--- src/rtl/lenet_pkg.sv ---
// rtl/lenet_pkg.sv - shared image geometry, fetch FSM states and pixel-beat record
package lenet_pkg;

  localparam int PIX_WD = 16;
  localparam int IMG_W  = 32;
  localparam int IMG_H  = 32;
  localparam int N_PIX  = IMG_W * IMG_H;
  localparam int ADDR_W = 10;
  localparam int ROW_W  = $clog2(IMG_H);
  localparam int COL_W  = $clog2(IMG_W);

  typedef enum logic [1:0] {
    IDLE,
    FETCH,
    DRAIN,
    DONE
  } fetch_state_t;

  typedef struct packed {
    logic [PIX_WD-1:0] data;
    logic [ROW_W-1:0]  row;
    logic [COL_W-1:0]  col;
    logic              last;
  } pix_beat_t;

endpackage

--- src/rtl/pix_skid_fifo.sv ---
// rtl/pix_skid_fifo.sv - two-entry pixel-beat FIFO with registered head
module pix_skid_fifo
  import lenet_pkg::*;
(
  input  logic       clk,
  input  logic       rst,
  input  logic       push,
  input  pix_beat_t  din,
  input  logic       pop,
  output pix_beat_t  dout,
  output logic [1:0] count,
  output logic       full,
  output logic       empty
);

  pix_beat_t  slot0, slot1;
  logic [1:0] cnt;
  logic       do_pop;

  assign do_pop = pop & (cnt != 2'd0);

  // slot0 is always the head, so dout comes straight from a register
  always_ff @(posedge clk or posedge rst) begin
    if (rst) begin
      slot0 <= '0;
      slot1 <= '0;
      cnt   <= '0;
    end else begin
      case ({push, do_pop})
        2'b10: begin
          if (cnt == 2'd0) slot0 <= din;
          else             slot1 <= din;
          cnt <= cnt + 1'b1;
        end
        2'b01: begin
          slot0 <= slot1;
          cnt   <= cnt - 1'b1;
        end
        2'b11: begin
          if (cnt == 2'd2) begin
            slot0 <= slot1;
            slot1 <= din;
          end else begin
            slot0 <= din;
          end
        end
        default: ;
      endcase
    end
  end

  assign dout  = slot0;
  assign count = cnt;
  assign full  = (cnt == 2'd2);
  assign empty = (cnt == 2'd0);

endmodule

--- src/rtl/image_fetch_ctrl.sv ---
// rtl/image_fetch_ctrl.sv - reads one image from the synchronous ROM and streams it in raster order
module image_fetch_ctrl #(
  parameter int WD    = lenet_pkg::PIX_WD,
  parameter int IMG_W = lenet_pkg::IMG_W,
  parameter int IMG_H = lenet_pkg::IMG_H,
  parameter int AW    = lenet_pkg::ADDR_W
) (
  input  logic                     clk,
  input  logic                     rst,
  input  logic                     go,
  output logic                     busy,
  output logic                     frame_done,
  output logic                     cena_image,
  output logic [AW-1:0]            aa_image,
  input  logic [WD-1:0]            qa_image,
  output logic [WD-1:0]            pix_data,
  output logic [$clog2(IMG_H)-1:0] pix_row,
  output logic [$clog2(IMG_W)-1:0] pix_col,
  output logic                     pix_last,
  output logic                     pix_valid,
  input  logic                     pix_ready
);
  import lenet_pkg::*;

  localparam int N  = IMG_W * IMG_H;
  localparam int RW = $clog2(IMG_H);
  localparam int CW = $clog2(IMG_W);

  fetch_state_t    state, state_next;
  logic [AW-1:0]   addr, aa_q;
  logic [RW-1:0]   row, tag_row;
  logic [CW-1:0]   col, tag_col;
  logic            tag_last, inflight;
  logic            issue, pop, last_addr;
  logic [2:0]      credit;
  logic [1:0]      fifo_cnt;
  logic            fifo_full, fifo_empty, fifo_push;
  pix_beat_t       push_beat, head;

  assign pop       = pix_valid & pix_ready;
  assign last_addr = (addr == AW'(N - 1));
  // occupancy after this cycle's pop; a read now lands two cycles later
  assign credit    = {1'b0, fifo_cnt} + {2'b00, inflight} - {2'b00, pop};
  assign issue     = (state == FETCH) && (credit < 3'd2);

  always_ff @(posedge clk or posedge rst) begin
    if (rst) state <= IDLE;
    else     state <= state_next;
  end

  always_comb begin
    state_next = state;
    case (state)
      IDLE:    if (go) state_next = FETCH;
      FETCH:   if (issue && last_addr) state_next = DRAIN;
      DRAIN:   if (pop && head.last) state_next = DONE;
      DONE:    state_next = IDLE;
      default: state_next = IDLE;
    endcase
  end

  always_ff @(posedge clk or posedge rst) begin
    if (rst) begin
      addr     <= '0;
      aa_q     <= '0;
      row      <= '0;
      col      <= '0;
      tag_row  <= '0;
      tag_col  <= '0;
      tag_last <= 1'b0;
      inflight <= 1'b0;
    end else begin
      inflight <= issue;
      if (state == IDLE && go) begin
        addr <= '0;
        row  <= '0;
        col  <= '0;
      end else if (issue) begin
        aa_q     <= addr;
        tag_row  <= row;
        tag_col  <= col;
        tag_last <= last_addr;
        if (!last_addr) begin
          addr <= addr + 1'b1;
          if (col == CW'(IMG_W - 1)) begin
            col <= '0;
            row <= row + 1'b1;
          end else begin
            col <= col + 1'b1;
          end
        end
      end
    end
  end

  assign cena_image = ~issue;
  assign aa_image   = issue ? addr : aa_q;

  assign push_beat = '{data: qa_image, row: tag_row, col: tag_col, last: tag_last};
  assign fifo_push = inflight & (~fifo_full | pop);

  pix_skid_fifo u_fifo (
    .clk   (clk),
    .rst   (rst),
    .push  (fifo_push),
    .din   (push_beat),
    .pop   (pop),
    .dout  (head),
    .count (fifo_cnt),
    .full  (fifo_full),
    .empty (fifo_empty)
  );

  assign pix_valid  = ~fifo_empty;
  assign pix_data   = head.data;
  assign pix_row    = head.row;
  assign pix_col    = head.col;
  assign pix_last   = head.last;
  assign busy       = (state != IDLE);
  assign frame_done = (state == DONE);

endmodule
--- config.mk ---
export PLATFORM = sky130hd
export DESIGN_NAME = image_fetch_ctrl
export DESIGN_NICKNAME = d
export VERILOG_FILES = /design/src/rtl/lenet_pkg.sv /design/src/rtl/pix_skid_fifo.sv /design/src/rtl/image_fetch_ctrl.sv
export SDC_FILE = /design/constraint.sdc
export NUM_CORES = 1
export LEC_CHECK = 0
export CORE_MARGIN = 1.5
export CORE_UTILIZATION = 35
export DETAILED_ROUTE_END_ITERATION = 12
export DONT_BUFFER_PORTS = 1
export REMOVE_ABC_BUFFERS = 1
export SLEW_MARGIN = 10
export SYNTH_ARGS = -nofsm -noshare
export SYNTH_HDL_FRONTEND = slang
export SYNTH_HIERARCHICAL = 1
export SYNTH_SLANG_ARGS = --single-unit
--- constraint.sdc ---
create_clock -name clk -period 3.9 [get_ports clk]
set_input_delay 0.195 -clock clk [delete_from_list [all_inputs] [get_ports clk]]
set_output_delay 0.195 -clock clk [all_outputs]
set_load 0.01 [all_outputs]
### Yosys cells after proc, flatten, opt, wreduce, memory -nomap -nowiden

Cells that the tools add are included.

* flip-flop bits (word level): 100
* bits in latches: 0
* RAM bits: 0
* bits in read-only memories: 0
* output and inout bits: 41
* memories kept: 0

* add/subtract/negate cells: 7
* $mul: 0
* divide/modulo/power cells: 0
* magnitude comparators: 1
* equal/unequal tests: 16
* shift-type cells: 0
* multiplexer cells: 23
* bitwise gates (word level): 8
* reduce and logical (&&, ||, !) cells: 19

Operator list (number)
* $mux 27: 4
* $pmux 27 s3: 1
* $pmux 27 s2: 1
* $mux 10: 4
* $mux 5: 8
* $reduce_bool 2->1: 6
* $add 10x1->10 const B: 1
* $add 5x1->5 const B: 2
* $eq 10x10->1 const B: 1
* $eq 2x2->1 const B: 5
* $ne 2x2->1 const B: 5
* $reduce_and 3->1: 3
* $pmux 2 s4: 1
* $mux 2: 3
* $reduce_and 2->1: 3
* $eq 5x5->1 const B: 1
* $eq 2x1->1 const B: 2
* $logic_and 1x1->1: 4
* $logic_not 2->1: 2
* $ne 2x1->1 const B: 2
* $not 1->1: 4
* $pmux 2 s2: 1
* $add 2x1->3: 1
* $and 1x1->1: 3
* other kinds (6): 6

### Longest topological paths before layout

* depth after elaboration: 9
* mapped depth: 13
* mapped depth without buffers: 10

### Modules after synthesis

The synthesis kept the hierarchy.

Modules (own cells, without submodules)
* pix_skid_fifo: instances 1, cells each 234, area an instance 2575.0 µm², seq. area each 1401.3 µm²
* image_fetch_ctrl: instances 1, cells each 233, area an instance 2341.0 µm², seq. area each 1101.1 µm²

### Worst setup path before layout

No wires, ideal clock.

* path type: register to register
* start: register u_fifo.cnt[1] (netlist: u_fifo/count[1])
* end: register aa_q[0]
* data arrival time: 2.897 ns
* data required time: 3.775 ns
* slack: 0.878 ns
* cell stages (with the launch flop): 13
* buffers on the path: 3
* period minus slack after synthesis: 3.022 ns
* cell sequence: dfrtp_1 > buf_4 > nor2_2 > nor2b_1 > ha_1 > nand2b_1 > fa_1 > nand2_1 > or2_1 > buf_6 > nor2_1 > buf_2 > mux2_2

* word-level cells in the longest chain between the ends: 7
* elaborated cells between the ends (all ways): 8
* classes of those cells: add/sub (2); order compare (1); mux (1); bitwise (2); reduce/logical (2)

Ends and longest elaborated chain
* start, declared: RTL line pix_skid_fifo.sv:17 `logic [1:0] cnt;`
* start signal, assigned: RTL line pix_skid_fifo.sv:33 `cnt <= cnt + 1'b1;`
* start signal, assigned: RTL line pix_skid_fifo.sv:37 `cnt <= cnt - 1'b1;`
* $logic_not 2->1: RTL line pix_skid_fifo.sv:55 `assign empty = (cnt == 2'd0);`
* net fifo_empty: RTL line image_fetch_ctrl.sv:37 `logic fifo_full, fifo_empty, fifo_push;`
* $not 1->1: RTL line image_fetch_ctrl.sv:114 `assign pix_valid = ~fifo_empty;`
* $and 1x1->1: RTL line image_fetch_ctrl.sv:40 `assign pop = pix_valid & pix_ready;`
* net pop: RTL line image_fetch_ctrl.sv:34 `logic issue, pop, last_addr;`
* $sub 3x1->3: RTL line image_fetch_ctrl.sv:43 `assign credit = {1'b0, fifo_cnt} + {2'b00, inflight} - {2'b00, pop};`
* $lt 3x2->1: RTL line image_fetch_ctrl.sv:44 `assign issue = (state == FETCH) && (credit < 3'd2);`
* $logic_and 1x1->1: RTL line image_fetch_ctrl.sv:44
* $mux 10
* end signal, assigned: RTL line image_fetch_ctrl.sv:79 `aa_q <= addr;`
* end, declared: RTL line image_fetch_ctrl.sv:30 `logic [AW-1:0] addr, aa_q;`

The timed path passes the listed nets, and every way through them passes these cells.
A chain may end at the register's enable or synchronous reset.

### Worst setup path after layout

* start: register u_fifo.cnt[0] (netlist: u_fifo/count[0])
* end: output port aa_image[5]

* word-level cells in the longest chain between the ends: 7
* elaborated cells between the ends (all ways): 8
* classes of those cells: add/sub (2); order compare (1); mux (1); bitwise (2); reduce/logical (2)

Ends and longest elaborated chain
* $logic_not 2->1: RTL line pix_skid_fifo.sv:55
* net fifo_empty: RTL line image_fetch_ctrl.sv:37
* $not 1->1: RTL line image_fetch_ctrl.sv:114
* $and 1x1->1: RTL line image_fetch_ctrl.sv:40
* net pop: RTL line image_fetch_ctrl.sv:34
* $sub 3x1->3: RTL line image_fetch_ctrl.sv:43
* $lt 3x2->1: RTL line image_fetch_ctrl.sv:44
* $logic_and 1x1->1: RTL line image_fetch_ctrl.sv:44
* $mux 10
* end, declared: RTL line image_fetch_ctrl.sv:14 `output logic [AW-1:0] aa_image,`

The timed path passes the listed nets, and every way through them passes these cells.

==> run summary <==
CTS buffer count -> 9
Yosys cell types -> 49
Slew headroom -> 24.9%
Final Hold Viols -> 0
placer congestion estimate -> 0.791
Routed WL -> 10.4 mm
reg-to-reg critical path endpoint -> addr[4]
r2r setup slk -> 550 ps
Async SR Flop Fraction -> 100%
CP most frequent cell -> nand2_1
CP Data Required Time -> 3700 ps
Power Dens Cells -> 816 nW/µm²
FMAX -> 279 MHz
clock sinks -> 100
post-synth top area share -> 50.9%
DRT iter0 DRCs -> 195
Worst Hold Class -> input pin to flip-flop
htree depth -> 3
Fin Setup TNS -> 0 ps
later-pin clock latency in the skew report -> 350 ps
Avg WL per Cell -> 15.9 µm
area leader, netlist -> dfrtp_1
CTS root buf -> clkbuf_16
nets -> 505
DR vias -> 3,543
most common cell after layout, fill and taps aside -> dfrtp_1
CTS tree -> yes
worst r2r src -> u_fifo/count[0]
Max Clock Skew -> 6.67 ps
hold endpoint -> u_fifo/dout[21]
PortBufs -> 0
Netlist Area Pre-Place -> 4920 µm²
crit-path max FO -> 19
sequential-to-total area share from yosys stat -> 50.9%
Via density -> 5.41
commonest register cell after synthesis -> dfrtp_1
arrival time of the worst setup path -> 3390 ps
CP endpoint kind -> primary output
Final setup viols -> 0
Tightest Pin Transition -> 1120 ps
synth top area cells -> dfrtp_1, mux2_2, a31oi_1
Max Buffers Root-to-Sink -> 2
commonest cells after routing, fill and taps aside -> dfrtp_1, mux2_2, nand2_1
WS Path Type -> flip-flop to primary output
fraction of layout cells with a size suffix above 1 -> 17.5%
max_cap viols -> 0
Pwr Total -> 4.47 mW
Pleak -> 2.34 nW
die width -> 122 µm
critical path cell sequence -> nor2_2 -> nor2b_1 -> ha_1 -> nand2b_1 -> fa_1 -> xor2_1 -> or2_1 -> clkinv_1 -> nand2_1 -> nand2_1
RSZ-0062 raised after global routing -> no
Core Rows -> 43
status -> complete, no violations
die area -> 14,800 µm²
max-slew violation total from the final report -> 0
DRC -> 0
Syn Area/Cell -> 10.5 µm²
CORE AREA -> 13,800 µm²
IO Count -> 61
largest net degree at the start of global routing -> 57
register bit total from synthesis -> 100
fin crit share -> 91.9%
Max rail drop VDD -> 360 µV
Cells on Worst Hold Path -> 2
number of synthesized flops with an enable pin -> 0
All-Layer GR Usage -> 14.8%
drt pass-1 iters -> 4
Inserted Diodes -> 0
hold_sp -> qa_image[10]
Layout area overhead -> 11.6%
grt ovf -> 0
Worst-path clk slew -> 70 ps
Yosys Warn Count -> 6
hpwl dp -> 6.77 mm
Post-Place Cells -> 623
final std cells w/o fill -> 655
Slowest Stage Delay on Critical Path -> 510 ps
number of global-route vias before repair -> 3,510
Antenna Violating Nets Remaining -> 0
Die Ht -> 122 µm
CP max stage cell -> clkinv_1
first-pass GRT wire length -> 17.2 mm
initial antenna violation count -> 0
FF-to-FF path depth -> 10
Setup crit start kind -> flip-flop
final worst path period need -> 3590 ps
post-synthesis cell count -> 467
starting density of the core -> 35.7%
[synthesized netlist by cell type, types with 4 or more instances]
| master | number |
|---|---|
| o31ai_1 | 5 |
| nand4_1 | 4 |
| buf_2 | 8 |
| ha_1 | 13 |
| nand3_1 | 36 |
| nor3_1 | 33 |
| buf_6 | 5 |
| a21oi_1 | 13 |
| nor2_1 | 8 |
| dfrtp_1 | 100 |
| or4_1 | 5 |
| inv_1 | 13 |
| o21ai_0 | 33 |
| clkbuf_1 | 20 |
| and3_1 | 4 |
| a31oi_1 | 30 |
| mux2_2 | 49 |
| nand2_1 | 38 |
[cells by family (layout without fill, tap and decap cells)]
| kind of cell | after synthesis | count (layout) | synth area share, % |
|---|---|---|---|
| buffers and inverters | 51 | 59 | 5.12 |
| and+or+nand+nor | 148 | 148 | 15.3 |
| adders and majority gates | 14 | 14 | 3.72 |
| xor gates and xnor gates | 4 | 4 | 0.713 |
| muxes | 50 | 50 | 11.4 |
| AOI/OAI and AO/OA | 100 | 100 | 12.8 |
| DFF | 100 | 100 | 50.9 |
[sequential cells by signal (all words and copies together), names as in the netlist]
name          cells
state             2
inflight          1
u_fifo/dout      27
u_fifo/slot1     27
row               5
tag_col           5
addr             10
tag_last          1
aa_q             10
tag_row           5
col               5
u_fifo/count      2
[per-layer routing]
metal  part of all wire [%]  track usage (%)  up-vias
met1                     44             17.3     1730
met5                      0                0        -
li1                       -                -     1715
met2                     49             25.8       88
met4                    1.0             3.68        0
met3                    6.2             5.45       10
[metrics by stage]
stage	utilization, %	setup slack (ps)	hold WS (ps)	area (µm²)
finish	39.8	315	21.0	5480
floorplan	-	-3.53	347	4720
detailed placement	36.6	562	278	5040
global route	39.8	55.8	11.5	5480
CTS	39.8	278	4.50	5480
global placement	36.6	746	269	5040
[worst max path at each step]
stage,startpoint,to,slack [ps],cells after the start
floorplan,u_fifo/count[0],aa_q[0],-4,9
global placement,u_fifo/count[0],addr[4],750,10
detailed placement,u_fifo/count[0],addr[4],560,10
CTS,u_fifo/count[0],aa_image[5],280,10
global route,u_fifo/count[0],aa_image[5],60,10
finish,u_fifo/count[0],aa_image[5],310,10
[final cells by class]
class	instances	area, µm²
fill	1378	8290
sequential	100	2500
multi-input combinational	316	2160
timing repair buffer	30	268
clock buffer	9	225
tap	180	225
inverter	14	52.6
clock inverter	6	48.8
[repair_timing]
| item | in CTS | in global routing |
|---|---|---|
| gates resized for setup | 0 | 0 |
| endpoints found under the setup margin | 0 | 0 |
| setup buffers | 0 | 0 |
| hold endpoints to repair | 129 | 0 |
| hold buffers | 17 | 0 |
[worst max-delay path, delay by kind of cell, from the launching register on]
family                     cells  cell delay [ps]
and+or+nand+nor                6             1160
adders and majority gates      2              660
buffers and inverters          1              510
DFF                            1              400
xor gates and xnor gates       1              310
[where the power goes]
group          leakage [nW]  switching (mW)  internal, mW
Combinational         0.962            1.07         0.793
Sequential             1.25           0.345          1.43
Clock                 0.130           0.397         0.437
Power figures use the tool's default switching activity.
